`src/rtl/joy_shift_pkg.sv`:
```
// Shared types and helpers for the serial joystick shift-register reader.
// Latency: n/a (declarations only).
// Backpressure: n/a.
package joy_shift_pkg;

    typedef enum logic [2:0] {
        IDLE     = 3'd0,
        LOAD_LO  = 3'd1,
        LOAD_HI  = 3'd2,
        SHIFT_LO = 3'd3,
        SHIFT_HI = 3'd4,
        UPDATE   = 3'd5,
        GAP      = 3'd6
    } joy_state_t;

    // Total number of serial bits in one frame across all daisy-chained pads.
    function automatic int total_bits(input int players, input int bits);
        return players * bits;
    endfunction

endpackage

```
`src/rtl/joy_tick_gen.sv`:
```
// Tick generator: single-cycle tick every CLK_DIV clocks while run is high.
// Latency: tick fires in the cycle the counter reaches CLK_DIV-1.
// Backpressure: none; run=0 parks the counter at 0 so the next phase starts aligned.
module joy_tick_gen #(
    parameter int CLK_DIV = 64
) (
    input  logic clk,
    input  logic reset,
    input  logic run,
    output logic tick
);

    localparam int CW = $clog2(CLK_DIV);
    localparam logic [CW-1:0] CNT_LAST = CW'(CLK_DIV - 1);

    logic [CW-1:0] cnt_q;
    logic [CW-1:0] cnt_d;

    // Next count: wrap at CLK_DIV-1, held at zero whenever the reader is not pacing a phase.
    always_comb begin
        cnt_d = '0;
        tick  = (cnt_q == CNT_LAST);
        if (run && (cnt_q != CNT_LAST)) begin
            cnt_d = cnt_q + CW'(1);
        end
    end

    // Counter register.
    always_ff @(posedge clk or posedge reset) begin
        if (reset) begin
            cnt_q <= '0;
        end else begin
            cnt_q <= cnt_d;
        end
    end

endmodule

```
`src/rtl/joy_shift_reader.sv`:
```
// Serial joystick reader: latches the adapter, shifts TOTAL bits out, publishes active-high buttons.
// Latency: frame period (2 + 2*TOTAL + FRAME_GAP)*CLK_DIV + 1 clks; joystick/frame_done update together.
// Backpressure: none; enable=0 aborts the frame to IDLE next clk. JOY_SHIFT_DEBOUNCE_EN adds two-frame agreement.
module joy_shift_reader
    import joy_shift_pkg::*;
#(
    parameter int NUM_PLAYERS     = 2,
    parameter int BITS_PER_PLAYER = 16,
    parameter int CLK_DIV         = 64,
    parameter int FRAME_GAP       = 256
) (
    input  logic                                   clk,
    input  logic                                   reset,
    input  logic                                   enable,
    input  logic                                   joy_data,
    output logic                                   joy_clk,
    output logic                                   joy_load,
    output logic [NUM_PLAYERS*BITS_PER_PLAYER-1:0] joystick,
    output logic                                   frame_done
);

    localparam int TOTAL = total_bits(NUM_PLAYERS, BITS_PER_PLAYER);
    localparam int IDX_W = $clog2(TOTAL + 1);
    localparam int GAP_W = $clog2(FRAME_GAP + 1);
    localparam logic [IDX_W-1:0] IDX_LAST = IDX_W'(TOTAL - 1);
    localparam logic [GAP_W-1:0] GAP_LAST = GAP_W'(FRAME_GAP - 1);

    joy_state_t       state_q, state_d;
    logic [IDX_W-1:0] bit_idx_q, bit_idx_d;
    logic [GAP_W-1:0] gap_cnt_q, gap_cnt_d;
    logic [TOTAL-1:0] shift_q, shift_d;
    logic [TOTAL-1:0] joystick_q, joystick_d;
    logic             frame_done_q, frame_done_d;
    logic             joy_clk_q, joy_clk_d;
    logic             joy_load_q, joy_load_d;
    logic             sync1_q, sync2_q;
    logic             run;
    logic             tick;
`ifdef JOY_SHIFT_DEBOUNCE_EN
    logic [TOTAL-1:0] prev_q, prev_d;
`endif

    // The phase counter only runs in tick-paced states; parking it in IDLE/UPDATE (and on abort)
    // guarantees every phase starts with a full CLK_DIV-cycle tick period.
    assign run = enable && (state_q != IDLE) && (state_q != UPDATE);

    joy_tick_gen #(
        .CLK_DIV(CLK_DIV)
    ) u_tick (
        .clk  (clk),
        .reset(reset),
        .run  (run),
        .tick (tick)
    );

    // Two-flop synchroniser for the asynchronous adapter data line.
    always_ff @(posedge clk or posedge reset) begin
        if (reset) begin
            sync1_q <= 1'b1;
            sync2_q <= 1'b1;
        end else begin
            sync1_q <= joy_data;
            sync2_q <= sync1_q;
        end
    end

    // Next-state, datapath and strobe decode; strobes come from state_d so the pins are registered.
    always_comb begin
        state_d      = state_q;
        bit_idx_d    = bit_idx_q;
        gap_cnt_d    = gap_cnt_q;
        shift_d      = shift_q;
        joystick_d   = joystick_q;
        frame_done_d = 1'b0;
`ifdef JOY_SHIFT_DEBOUNCE_EN
        prev_d       = prev_q;
`endif
        if (!enable && (state_q != UPDATE)) begin
            // Abort: partial shift data is simply abandoned, joystick keeps its last frame.
            state_d = IDLE;
        end else begin
            case (state_q)
                IDLE: begin
                    state_d   = LOAD_LO;
                    bit_idx_d = '0;
                end
                LOAD_LO: begin
                    if (tick) state_d = LOAD_HI;
                end
                LOAD_HI: begin
                    if (tick) state_d = SHIFT_LO;
                end
                SHIFT_LO: begin
                    if (tick) begin
                        for (int i = 0; i < TOTAL; i++) begin
                            if (bit_idx_q == IDX_W'(i)) shift_d[i] = sync2_q;
                        end
                        state_d = SHIFT_HI;
                    end
                end
                SHIFT_HI: begin
                    if (tick) begin
                        if (bit_idx_q == IDX_LAST) begin
                            state_d = UPDATE;
                        end else begin
                            bit_idx_d = bit_idx_q + IDX_W'(1);
                            state_d   = SHIFT_LO;
                        end
                    end
                end
                UPDATE: begin
                    // frame_done is registered so it rises with the new joystick word.
`ifdef JOY_SHIFT_DEBOUNCE_EN
                    if (shift_q == prev_q) joystick_d = ~shift_q;
                    prev_d = shift_q;
`else
                    joystick_d = ~shift_q;
`endif
                    frame_done_d = 1'b1;
                    gap_cnt_d    = '0;
                    bit_idx_d    = '0;
                    state_d      = enable ? GAP : IDLE;
                end
                GAP: begin
                    if (tick) begin
                        if (gap_cnt_q == GAP_LAST) begin
                            state_d   = LOAD_LO;
                            bit_idx_d = '0;
                        end else begin
                            gap_cnt_d = gap_cnt_q + GAP_W'(1);
                        end
                    end
                end
                default: begin
                    state_d = IDLE;
                end
            endcase
        end
        joy_clk_d  = (state_d != SHIFT_LO);
        joy_load_d = (state_d != LOAD_LO);
    end

    // State, datapath and output registers.
    always_ff @(posedge clk or posedge reset) begin
        if (reset) begin
            state_q      <= IDLE;
            bit_idx_q    <= '0;
            gap_cnt_q    <= '0;
            shift_q      <= '0;
            joystick_q   <= '0;
            frame_done_q <= 1'b0;
            joy_clk_q    <= 1'b1;
            joy_load_q   <= 1'b1;
        end else begin
            state_q      <= state_d;
            bit_idx_q    <= bit_idx_d;
            gap_cnt_q    <= gap_cnt_d;
            shift_q      <= shift_d;
            joystick_q   <= joystick_d;
            frame_done_q <= frame_done_d;
            joy_clk_q    <= joy_clk_d;
            joy_load_q   <= joy_load_d;
        end
    end

`ifdef JOY_SHIFT_DEBOUNCE_EN
    // Previous raw frame, compared against the current one before publishing.
    always_ff @(posedge clk or posedge reset) begin
        if (reset) begin
            prev_q <= '0;
        end else begin
            prev_q <= prev_d;
        end
    end
`endif

    assign joy_clk    = joy_clk_q;
    assign joy_load   = joy_load_q;
    assign joystick   = joystick_q;
    assign frame_done = frame_done_q;

endmodule
```
`config.mk`:
```
export PLATFORM = sky130hd
export DESIGN_NAME = joy_shift_reader
export DESIGN_NICKNAME = d
export VERILOG_FILES = /design/src/rtl/joy_shift_pkg.sv /design/src/rtl/joy_tick_gen.sv /design/src/rtl/joy_shift_reader.sv
export SDC_FILE = /design/constraint.sdc
export NUM_CORES = 1
export LEC_CHECK = 0
export BUFFER_PORTS_ARGS = -buffer_cell sky130_fd_sc_hd__buf_2
export CORE_MARGIN = 2
export CORE_UTILIZATION = 59
export CTS_CLUSTER_SIZE = 28
export DETAILED_ROUTE_END_ITERATION = 8
export PLACE_DENSITY = 0.8
export SLEW_MARGIN = 25
export SYNTH_ARGS = -nofsm -noshare
export SYNTH_HDL_FRONTEND = slang
export SYNTH_SLANG_ARGS = --single-unit
```
`constraint.sdc`:
```
create_clock -name clk -period 3.85 [get_ports clk]
set_clock_uncertainty 0.1 [all_clocks]
set_input_delay 0.385 -clock clk [delete_from_list [all_inputs] [get_ports clk]]
set_output_delay 0.385 -clock clk [all_outputs]
set_load 0.01 [all_outputs]
```
After elaboration in Yosys (flattened, before gate mapping) --
Index checks and enable logic that the tools add are counted.
Storage, ports and cells: register bits 93, logic and storage cells 162, output and inout bits 35
Operators by class: add/sub/neg operators 3, bitwise gates (word level) 2, mux-type cells 21, equal/unequal tests 48, reduce and logical (&&, ||, !) cells 46
Operators with widths (count):
- $reduce_and A4 Y1 | 33
- $eq A6 B5 Y1 const B | 16
- $eq A6 B4 Y1 const B | 8
- $not A32 Y32 | 1
- $mux W6 | 5
- $mux W3 | 9
- $eq A6 B3 Y1 const B | 4
- $pmux W3 S7 | 1
- $mux W9 | 2
- $pmux W6 S3 | 1
- $pmux W9 S2 | 1
- $add A6 B1 Y6 const B | 2
- $eq A6 B2 Y1 const B | 2
- $ne A2 B2 Y1 const B | 5
- $add A9 B1 Y9 const B | 1
- $eq A3 B3 Y1 const B | 3
- $eq A9 B8 Y1 const B | 1
- $eq A3 B2 Y1 const B | 2
- $eq A6 B1 Y1 const B | 1
- $eq A6 B6 Y1 const B | 1
- $logic_not A6 Y1 | 1
- $ne A6 B6 Y1 const B | 1
- $reduce_and A6 Y1 | 1
- $reduce_bool A3 Y1 | 2
- 12 further kinds | 16

Logic depth before layout (Yosys ltp) --
depth after elaboration 6, depth in mapped cells 9

Hierarchy --
From an unflattened synthesis, not the netlist that was laid out.
Unflattened totals: cells, all modules 398, area total of the unflattened synthesis 4226.6 um^2
By module, submodules not included:
- joy_shift_reader | instances 1, cells each 372, area each 3955.0 um^2, sequential area each 2182.1 um^2
- joy_tick_gen | instances 1, cells each 26, area each 271.5 um^2, sequential area each 150.1 um^2

Least setup slack after synthesis --
Ideal clock, no wire load.
kind register to register, start point reg gap_cnt_q[3], end point reg gap_cnt_q[6], path slack 1398 ps, cell stages (with the launch flop) 10, arrival 2274 ps, path buffers 0, period minus slack after synthesis 2452 ps, cells stage by stage dfrtp_1 and3_1 and3_1 and3_1 ha_1 nor3b_1 a41o_1 nand2_1 or3_1 a21oi_1
On the way: longest elaborated chain between the ends 4, elaborated cells on any way between the ends 7
Ends and longest elaborated chain:
- start, declared | RTL line joy_shift_reader.sv:30 | logic [GAP_W-1:0] gap_cnt_q, gap_cnt_d;
- start signal, assigned | RTL line joy_shift_reader.sv:157 | gap_cnt_q <= gap_cnt_d;
- $add A9 B1 Y9 | RTL line joy_shift_reader.sv:130 | gap_cnt_d = gap_cnt_q + GAP_W'(1);
- $mux W9 | RTL line joy_shift_reader.sv:126 | if (gap_cnt_q == GAP_LAST) begin
- $mux W9 | RTL line joy_shift_reader.sv:125 | if (tick) begin
- $pmux W9 S2 | RTL line joy_shift_reader.sv:82 | case (state_q)
Several ways; a longest one is shown, not always the timed one. The select of a mux whose other input is x is not followed. A chain may end at the register's enable or synchronous reset.

Final worst setup path --
Same ends and word-level chain as after synthesis.

==> impl_metrics.env <==
export IMPL_slowest_stage="dfrtp_1"
export IMPL_insertion_delay_ns=0.36
export IMPL_antenna_found_initial=0
export IMPL_arrival_ns=2.89
export IMPL_drc=0
export IMPL_path_class="reg2reg"
export IMPL_nets=435
export IMPL_path_clk_slew_ns=0.09
export IMPL_grt_max_degree=67
export IMPL_slew_viol_final=0
export IMPL_synth_cells=393
export IMPL_tns_ns=0
export IMPL_fillCellCount=543
export IMPL_synth_most_common_cell="dfrtp_1"
export IMPL_die_area_um2=7780
export IMPL_ios=39
export IMPL_antenna_left=0
export IMPL_dr_total_vias=2885
export IMPL_powerDensity_nw_per_um2=382
export IMPL_clk_path_buf_depth=2
export IMPL_max_freq_mhz=368
export IMPL_min_period_over_period=0.706
export IMPL_finalSetupViolations=0
export IMPL_ir_drop_mv=0.343
export IMPL_synth_cell_types=45
export IMPL_row_count=30
export IMPL_tightest_slew_ns=0.720
export IMPL_grt_pass1_wl_mm=12.8
export IMPL_ys_top_cells_by_area="dfrtp_1, mux2_2, nand2_1"
export IMPL_root_buffer="clkbuf_8"
export IMPL_dpl_hpwl_mm=5.09
export IMPL_cap_violations=0
export IMPL_cts_sinks=93
export IMPL_finalWorstSetupSlack_ns=1.13
export IMPL_post_drt_wl_per_cell_um=14.1
export IMPL_die_height_um=88.2
export IMPL_diodes=0
export IMPL_hp_class="in2async"
export IMPL_synth_area_per_cell_um2=10.6
export IMPL_drt_iter0_drc=280
export IMPL_grt_pass1_vias=2693
export IMPL_start_util=0.613
export IMPL_pre_cts_ws_ns=1.15
export IMPL_synth_seq_area_share=0.557
export IMPL_ys_flop_type="dfrtp_1"
export IMPL_vias_per_cell=5.50
export IMPL_netlist_area_um2=4190
export IMPL_cts_tree="done"
export IMPL_drive_above_1_share=0.245
export IMPL_finalHoldViolCount=0
export IMPL_cp_cell_sequence="and3_1 -> and3_1 -> and3_1 -> ha_1 -> nor3b_1 -> a41o_1 -> nand2_1 -> or3_1 -> a21oi_1"
export IMPL_outcome="completed"
export IMPL_rsz0062_at_grt="false"
export IMPL_cts_resized=0
export IMPL_die_w_um=88.2
export IMPL_grt_overflow_total=0
export IMPL_crit_top_cell="and3_1"
export IMPL_dr_pass1_iters=4
export IMPL_crit_family="simple AND/OR/NAND/NOR gates"
export IMPL_cts_inserted_buffers=9
export IMPL_synth_nets=404
export IMPL_worstPathRequired_ns=4.03
export IMPL_end_kind="register"
export IMPL_synth_top_area_cell="dfrtp_1"
export IMPL_total_power_w=0.00176
export IMPL_slew_headroom=0.520
export IMPL_leakage_nw=2.26
export IMPL_portBuffers=38
export IMPL_cp_max_fo=8
export IMPL_synth_seq_cells=93
export IMPL_area_growth_pct=10.2
export IMPL_gp_congestion=0.879
export IMPL_period_minus_slack_ns=2.72
export IMPL_startpoint_type="register"
export IMPL_yosysWarningCount=0
export IMPL_core_area_um2=6830
export IMPL_wl_mm=7.41
export IMPL_cp_num_buf_inv=0
export IMPL_htreeDepth=3
export IMPL_yosys_top_cells_count="dfrtp_1, nand2_1, o21ai_0"
export IMPL_cpPeakStageDelay_ns=0.41
export IMPL_synthArstFlopShare=1.00
export IMPL_synth_top_area_share=0.532
export IMPL_track_usage=0.212
export IMPL_synth_edf_count=0
==> placed cells by master, fill, tap and decap left out, drive strengths merged, types with 11 or more instances in the layout <==
cell type,instances
buf,39
dfrtp,89
inv,12
mux2,32
nand2,61
nand3,12
nor2,25
nor3,11
o21ai,43
==> final timing paths <==
path                       slack, ns           end  cells past startpoint          from
min in group clk                0.26       sync2_q                      0       sync1_q
setup reg to reg                1.13  gap_cnt_q[6]                      9  gap_cnt_q[3]
setup / recovery                1.13  gap_cnt_q[6]                      9  gap_cnt_q[3]
max in group asynchronous       2.71  joystick[21]                      3         reset
hold reg to reg                 0.26       sync2_q                      0       sync1_q
hold / removal                  0.05   joystick[8]                      2         reset
==> what timing repair did <==
item / 4_1_cts / 5_1_grt
setup buffers: 0 / 0
hold endpoints to repair: 0 / 1
hold buffers: 0 / 1
==> cell type report <==
class / instances / area, um2 / share of cell area
Sequential cell: 93 / 2330 / 0.506
Clock buffer: 10 / 128 / 0.0277
Clock inverter: 6 / 47.5 / 0.0103
Multi-Input combinational cell: 270 / 1740 / 0.377
Inverter: 10 / 40.0 / 0.00868
Tap cell: 96 / 120 / 0.0260
Timing Repair Buffer: 40 / 208 / 0.0450
==> state kept, by name (all words and copies together), names as in the netlist <==
name,count
u_tick.cnt_q,6
joy_load,1
joystick,32
bit_idx_q,6
state_q,3
shift_q,32
frame_done,1
sync2_q,1
gap_cnt_q,9
sync1_q,1
joy_clk,1
==> worst register-to-register path, stage by stage (launching register included) <==
cell     delay, ns
dfrtp_1       0.41
and3_1        0.21
and3_1        0.19
and3_1        0.18
ha_1          0.22
nor3b_1       0.27
a41o_1        0.34
nand2_1       0.19
or3_1         0.40
a21oi_1       0.14
==> per-layer routing <==
metal / part of all wire / vias to the layer above / track usage / wire (um)
li1: - / 1413 / - / -
met1: 0.47 / 1389 / 0.305 / 3510
met5: 0 / - / 0 / 0
met2: 0.47 / 75 / 0.321 / 3460
met4: 0.014 / 0 / 0.0675 / 102
met3: 0.045 / 8 / 0.0550 / 337
==> through the flow <==
step,cells,area [um2],utilization,hold slack [ns]
after floorplan,393,4190,-,0.245
after global placement,508,4420,0.647,0.246
after detailed placement,508,4420,0.647,0.247
after CTS,524,4600,0.673,0.00506
after global routing,525,4610,0.675,0.119
final,525,4610,0.675,0.0503
==> report_power, final <==
group / switching (W) / internal (W)
combinational: 0.0000961 / 0.0000493
sequential: 0.0000344 / 0.00101
clock: 0.000333 / 0.000240
==> cells by family after synthesis <==
| kind of cell | share of synthesized area |
|---|---|
| mux | 0.0861 |
| flops | 0.557 |
| simple gates | 0.184 |
| buf+inv | 0.0296 |
| xor+xnor | 0.0230 |
| fa+ha+maj | 0.0209 |
| compound gates | 0.0987 |
Note: power is estimated with default switching activity, not from simulation.
